### src/rtl/egress_shaper_pkg.sv
// Shared types and default widths for the egress token-bucket shaper.
package egress_shaper_pkg;

    typedef enum logic {IDLE = 1'b0, HOLD = 1'b1} shaper_st_t;

    localparam int SHAPER_TWID       = 8;
    localparam int SHAPER_FIFO_WIDTH = 8;
    localparam int SHAPER_WIDTH      = SHAPER_FIFO_WIDTH;

endpackage

### src/rtl/egress_shaper_token_bucket.sv
// Token bucket: per-cycle credit of `rate`, debit of `cost` on consume,
// saturating at `burst`; arithmetic is one bit wider so it never wraps.
module token_bucket
    import egress_shaper_pkg::*;
#(
    parameter int TWID = SHAPER_TWID
) (
    input  logic            clk,
    input  logic            rst,
    input  logic            consume,
    input  logic [TWID-1:0] cost,
    input  logic [TWID-1:0] rate,
    input  logic [TWID-1:0] burst,
    output logic [TWID-1:0] tokens,
    output logic            ok
);

    logic [TWID-1:0] tokens_r;
    logic [TWID:0]   t1_s;
    logic [TWID:0]   t2_s;
    logic [TWID-1:0] next_s;

    // Next bucket level: debit, credit, then clamp to the live ceiling.
    always_comb begin
        t1_s   = {1'b0, tokens_r} - (consume ? {1'b0, cost} : {(TWID+1){1'b0}});
        t2_s   = t1_s + {1'b0, rate};
        next_s = (t2_s > {1'b0, burst}) ? burst : t2_s[TWID-1:0];
    end

    // Bucket level register.
    always_ff @(posedge clk or posedge rst) begin
        if (rst) begin
            tokens_r <= {TWID{1'b0}};
        end else begin
            tokens_r <= next_s;
        end
    end

    assign tokens = tokens_r;
    assign ok     = (tokens_r >= cost);

endmodule

### src/rtl/egress_shaper.sv
// Rate-limited FIFO consumer: pops the head word when tokens allow and the
// one-entry output stage can take it, then presents it with valid/ready.
module egress_shaper
    import egress_shaper_pkg::*;
#(
    parameter int WIDTH = SHAPER_WIDTH,
    parameter int TWID  = SHAPER_TWID
) (
    input  logic             clk,
    input  logic             rst,
    input  logic             fifo_empty,
    input  logic [WIDTH-1:0] fifo_data,
    output logic             fifo_pop,
    input  logic [TWID-1:0]  rate,
    input  logic [TWID-1:0]  burst,
    input  logic [TWID-1:0]  cost,
    output logic             out_vld,
    input  logic             out_rdy,
    output logic [WIDTH-1:0] out_data,
    output logic [TWID-1:0]  tokens,
    output logic             cfg_err
);

    localparam logic [0:0] ST_IDLE = IDLE;
    localparam logic [0:0] ST_HOLD = HOLD;

    logic [0:0]       st_r;
    logic [WIDTH-1:0] data_r;
    logic             slot_free_s;
    logic             ok_s;
    logic             pop_s;
    logic             cfg_err_s;

    // cfg_err also gates the pop so a just-lowered burst cannot leak a word.
    always_comb begin
        cfg_err_s   = (cost > burst);
        slot_free_s = (st_r == ST_IDLE) ? 1'b1 : out_rdy;
        pop_s       = !fifo_empty && slot_free_s && ok_s && !cfg_err_s && !rst;
    end

    token_bucket #(.TWID(TWID)) u_bucket (
        .clk     (clk),
        .rst     (rst),
        .consume (pop_s),
        .cost    (cost),
        .rate    (rate),
        .burst   (burst),
        .tokens  (tokens),
        .ok      (ok_s)
    );

    // Output-stage occupancy; a pop wins over a drain so there is no bubble.
    always_ff @(posedge clk or posedge rst) begin
        if (rst) begin
            st_r <= ST_IDLE;
        end else if (pop_s) begin
            st_r <= ST_HOLD;
        end else if (out_rdy) begin
            st_r <= ST_IDLE;
        end else begin
            st_r <= st_r;
        end
    end

    // Output data register, loaded only on a pop.
    always_ff @(posedge clk or posedge rst) begin
        if (rst) begin
            data_r <= {WIDTH{1'b0}};
        end else if (pop_s) begin
            data_r <= fifo_data;
        end else begin
            data_r <= data_r;
        end
    end

    assign fifo_pop = pop_s;
    assign cfg_err  = cfg_err_s;
    assign out_vld  = (st_r == ST_HOLD);
    assign out_data = data_r;

endmodule

### config.mk
export PLATFORM = sky130hd
export DESIGN_NAME = egress_shaper
export DESIGN_NICKNAME = d
export VERILOG_FILES = /design/src/rtl/egress_shaper_pkg.sv /design/src/rtl/egress_shaper_token_bucket.sv /design/src/rtl/egress_shaper.sv
export SDC_FILE = /design/constraint.sdc
export NUM_CORES = 1
export LEC_CHECK = 0
export ABC_AREA = 1
export CORE_MARGIN = 2
export CORE_UTILIZATION = 30
export DETAILED_ROUTE_END_ITERATION = 12
export MAX_ROUTING_LAYER = met4
export SKIP_LAST_GASP = 1
export SYNTH_ARGS = -nofsm -noshare
export SYNTH_HDL_FRONTEND = slang
export SYNTH_SLANG_ARGS = --single-unit
export TNS_END_PERCENT = 50
### constraint.sdc
create_clock -name clk -period 4.5 [get_ports clk]
set_input_delay 0.45 -clock clk [delete_from_list [all_inputs] [get_ports clk]]
set_output_delay 0.45 -clock clk [all_outputs]
set_load 0.02 [all_outputs]
Word-level counts from Yosys, hierarchy flattened
Cells that the tools add are included.

Add/sub/neg operators: 2. Multipliers: 0. Divide/modulo/power cells: 0. Magnitude comparators: 3. Equal/unequal tests: 0. Shift-type cells: 0. Mux-type cells: 5. Bitwise logic cells: 0. Reductions and logical operators: 8.

Operator list (number): two-way mux 8 bit (2); adder 9 x 8 -> 9 bit (1); greater-than comparator 9 x 8 -> 1 bit (1); subtractor 8 x 9 -> 9 bit (1); >= comparator 8 bit (1); greater-than comparator 8 bit (1); logical AND 1 bit (4); logical NOT 1 bit (3); two-way mux 1 bit (3); nonzero test 2 bit (1).

Bits in registers: 17. Bits in latches: 0. RAM bits: 0. Bits in read-only memories: 0. Output and inout bits: 19. Memories kept: 0.

Depth between registers and ports, before layout
Depth in word-level cells: 10. Depth in mapped cells: 32. Mapped depth without buffers: 31.

Modules after synthesis
Synthesis repeated with hierarchy kept, for this count alone.

Cell total of the unflattened synthesis: 278. Area total of the unflattened synthesis: 2024.4 um^2.

Modules (own cells, without submodules): token_bucket (instances 1, cells an instance 200, area each 1407.6 um^2, seq. area each 200.2 um^2); egress_shaper (instances 1, cells an instance 78, area each 616.8 um^2, seq. area each 225.2 um^2).

Least setup slack after synthesis
OpenSTA, ideal clock, no wires.

Kind: input port to flip-flop. Start: in cost[7]. End: reg u_bucket.tokens_r[0], in the netlist u_bucket.tokens[0]. Setup time: 0.117 ns. Arrival time: 3.908 ns. Data required time: 4.383 ns. Path slack: 0.475 ns. Stages on the path: 25. Path buffers: 1. Cells stage by stage: inv_1 ha_1 a21o_1 nor2_1 nand3_4 nand3_4 buf_8 nor2_2 fa_1 inv_1 fa_1 nand3_1 nand2_1 nand2_1 nand2_1 nand2_1 nand2_1 ha_1 a21o_1 a21oi_1 nand2_1 nand2_2 nand2_4 nand2_1 nand2_1.

Cells in the longest elaborated chain, start to end: 9. Elaborated cells on any way between the ends: 11. Classes of those cells: add/sub: 2; order compare: 3; mux: 2; reduce/logical: 4.

Ends and longest elaborated chain: start: declaration (RTL line egress_shaper.sv:16) `input logic [TWID-1:0] cost,`; >= comparator 8 bit or greater-than comparator 8 bit (tied branches) (RTL line egress_shaper_token_bucket.sv:40, egress_shaper.sv:36); logical AND 1 bit or logical NOT 1 bit (tied branches) (RTL line egress_shaper.sv:38) `pop_s = !fifo_empty && slot_free_s && ok_s && !cfg_err_s && !rst;`; logical AND 1 bit (2 in series) (RTL line egress_shaper.sv:38); two-way mux 8 bit (*) (RTL line egress_shaper_token_bucket.sv:25) `t1_s = {1'b0, tokens_r} - (consume ? {1'b0, cost} : {(TWID+1){1'b0}});`; subtractor 8 x 9 -> 9 bit (*) (RTL line egress_shaper_token_bucket.sv:25); adder 9 x 8 -> 9 bit (*) (RTL line egress_shaper_token_bucket.sv:26) `t2_s = t1_s + {1'b0, rate};`; greater-than comparator 9 x 8 -> 1 bit (RTL line egress_shaper_token_bucket.sv:27) `next_s = (t2_s > {1'b0, burst}) ? burst : t2_s[TWID-1:0];`; two-way mux 8 bit (*) (RTL line egress_shaper_token_bucket.sv:27); via u_bucket.next_s[0] (RTL line egress_shaper_token_bucket.sv:21) `logic [TWID-1:0] next_s;`; end signal: assignment (RTL line egress_shaper_token_bucket.sv:33) `tokens_r <= {TWID{1'b0}};`; end signal: assignment (RTL line egress_shaper_token_bucket.sv:35) `tokens_r <= next_s;`; end: declaration (RTL line egress_shaper_token_bucket.sv:18) `logic [TWID-1:0] tokens_r;`.

The timed path passes the listed nets; every way through them passes the cells marked *. A chain may end at the register's enable or synchronous reset.

Worst setup path in the final report
Start: in burst[3]. End: reg u_bucket.tokens_r[2], in the netlist u_bucket.tokens[2].

Cells in the longest elaborated chain, start to end: 9.

Ends and longest elaborated chain: start: declaration (RTL line egress_shaper.sv:15) `input logic [TWID-1:0] burst,`; greater-than comparator 8 bit (RTL line egress_shaper.sv:36) `cfg_err_s = (cost > burst);`; logical NOT 1 bit (RTL line egress_shaper.sv:38); logical AND 1 bit (2 in series) (RTL line egress_shaper.sv:38); two-way mux 8 bit (RTL line egress_shaper_token_bucket.sv:25); subtractor 8 x 9 -> 9 bit (RTL line egress_shaper_token_bucket.sv:25); adder 9 x 8 -> 9 bit (RTL line egress_shaper_token_bucket.sv:26); greater-than comparator 9 x 8 -> 1 bit (RTL line egress_shaper_token_bucket.sv:27); two-way mux 8 bit (*) (RTL line egress_shaper_token_bucket.sv:27); via u_bucket.next_s[2] (RTL line egress_shaper_token_bucket.sv:21).

Marks and branches as above.

==> reports/summary.txt <==
Hold Crit Class - reg2reg
First-pass GRT wire length - 9101 um
Reg clk slew, reported paths - 70 ps
Netlist Area Pre-Place - 2097 um2
Clock skew - 2.638 ps
Global route overflow - 0
Max-cap violation count - 0
Worst R2R Setup Slack - 530 ps
TritonRoute pass-1 iters - 4
Worst-skew pair later-pin latency - 250 ps
FF-to-FF path depth - 27
H-Tree Depth - 1
Max VDD drop - 270.8 uV
Routed WL - 5691 um
CTS tree - yes
Core footprint - 6794 um2
Yosys top cell area share - 20.29%
Initial Utilization - 30.87%
Final GP Congestion - 0.8520
Startpoint Class - input pin
Clk buf depth - 2
# port buffers - 54
Worst setup margin - 222.3 ps
Setup TNS - 0 ps
Largest cells by area after synthesis - dfrtp_1, ha_1, nand2_1
Synth Register Bits - 17
Setup violators final - 0
Clock buffer count from CTS - 3
Number of global-route vias before repair - 1959
Crit Path Class - in2reg
Leakage - 0.001816 uW
WHS Path Cells - 2
RSZ-0062 raised after global routing - no
Top Family by Delay on Critical Path - simple AND/OR/NAND/NOR gates
Post-Syn Nets - 370
TritonCTS Sinks - 17
Hold-fix buffers at CTS - 0
DRC Markers - 0
Final HPWL DP - 4766 um
Slew Viols, Final - 0
DRT iter0 DRCs - 75
Crit path capture type - register
Sequential Power Share - 12.8%
Placement Rows - 30
Root buf cell - clkbuf_8
Via count - 2111
Antenna viol nets, final - 0
Commonest non-fill, non-tap cells in the layout - nand2_1, inv_1, clkdlybuf4s50_1
Tightest Pin Transition - 663.7 ps
Synth Instances - 293
Combinational Power Share - 82.2%
Worst Path Buf+Inv - 7
Routed WL per cell - 11.50 um
Net switching power - 1176 uW
N_diodes - 0
Share of cells above drive strength 1 - 21.30%
Net Sw Frac - 49.96%
Max Freq - 233.8 MHz
Commonest non-fill, non-tap cell in the layout - nand2_1
Yosys cell types - 22
Initial antenna violation count - 0
Layout area overhead - 53.76%
Worst relative slew slack - 55.70%
GRT Resource Usage Total - 15.38%
Data required time of the critical path - 4640 ps
Design Area, Final - 3224 um2
Fill count - 674
Yosys warning total - 0
Vias per inst - 4.265
Tmin final - 4278 ps
Tcrit/Tclk final - 95.06%
Chip Width - 87.61 um
Final Hold Viols - 0
Largest net degree at the start of global routing - 18
DIE HEIGHT - 87.61 um
I/O pin cnt - 55
Max Fanout on Critical Path - 8
Largest stage delay, worst path - 500 ps
Slowest cell on crit path - clkdlybuf4s50_1
Die area - 7675 um2
Status - finished clean
Critical Path AT - 4420 ps
Final #Nets - 477
Power Density - 730.1 nW/um2
Clock power share - 4.9%
Setup WS pre-CTS - -164.6 ps
Worst hold margin - 472.2 ps
Synth area leader - dfrtp_1
Seq/Total Area, Yosys - 20.29%
Placed Area - 3073 um2
Number of cells on the critical path - 28
P_int - 1178 uW
Most used cell along the critical path - nand2_1
Synth Area per Inst - 7.157 um2
worst min-delay path, delay by kind of cell, from the launching register on:
family	cells	cell delay [ps]
flops	1	340
simple gates	2	100
through the flow:
stage                     cells  util, %  total power [uW]
after floorplan             293        -              1441
after global placement      486    45.23              2102
after detailed placement    486    45.23              2139
after CTS                   490    45.91              2269
after global routing        495    47.46              2627
final                       495    47.46              2354
final timing paths:
| path | startpoint | endpoint |
|---|---|---|
| max in group asynchronous | rst | u_bucket.tokens[2] |
| worst max-delay path | burst[3] | u_bucket.tokens[2] |
| worst min register to register | out_data[1] | out_data[1] |
| min in group asynchronous | rst | out_vld |
| worst min-delay path | out_data[1] | out_data[1] |
| worst max register to register | u_bucket.tokens[3] | u_bucket.tokens[2] |
registers in the layout, summed over array words and instances, names as in the netlist:
register / count
u_bucket.tokens: 8
out_data: 8
out_vld: 1
timing repair:
action,4_1_cts,5_1_grt
resized for setup,0,15
endpoints found under the setup margin,0,8
setup buffers,0,3
layout make-up:
class,instances,area (um2),share of cell area [%]
repair buffers,101,895.9,27.78
clock inverters,1,5.005,0.1552
inverters,76,285.3,8.848
clock buffers,3,41.29,1.281
well taps,96,120.1,3.725
flip-flops and latches,17,425.4,13.19
multi-input cells,201,1451,45.01
synthesized netlist by cell type (all sizes together):
cell type	count
xor2	3
nand4	11
buf	1
inv	76
nor2	18
nand3	17
fa	8
nand3b	1
and3	1
o21ai	1
a21oi	9
nor3	1
a21o	3
dfrtp	17
nand2	93
ha	33
power by group through the flow:
stage / sequential, uW / combinational, uW / clock [uW]
after floorplan: 378 / 1060 / 0
after global placement: 305 / 1800 / 0
after detailed placement: 303 / 1840 / 0
after CTS: 303 / 1850 / 120
after global routing: 311 / 2190 / 127
final: 302 / 1940 / 116
layer usage:
layer  GRT usage [%]  vias to the layer above  share of wire [%]
li1                -                     1114                  -
met1           22.20                      941                 50
met2           24.04                       54                 45
met3           1.979                        2                4.6
met4           1.259                        0               0.37
met5               -                        -                  0
kinds of logic (layout without fill, tap and decap cells):
kind of cell,after synthesis,in the layout,share of synthesized area (%)
AOI/OAI and AO/OA,13,13,3.639
xor gates and xnor gates,3,3,1.253
adders and majority gates,41,41,27.33
buffers and inverters,77,181,14.32
DFF,17,17,20.29
and+or+nand+nor,142,144,33.17
Note: power is estimated with default switching activity, not from simulation.
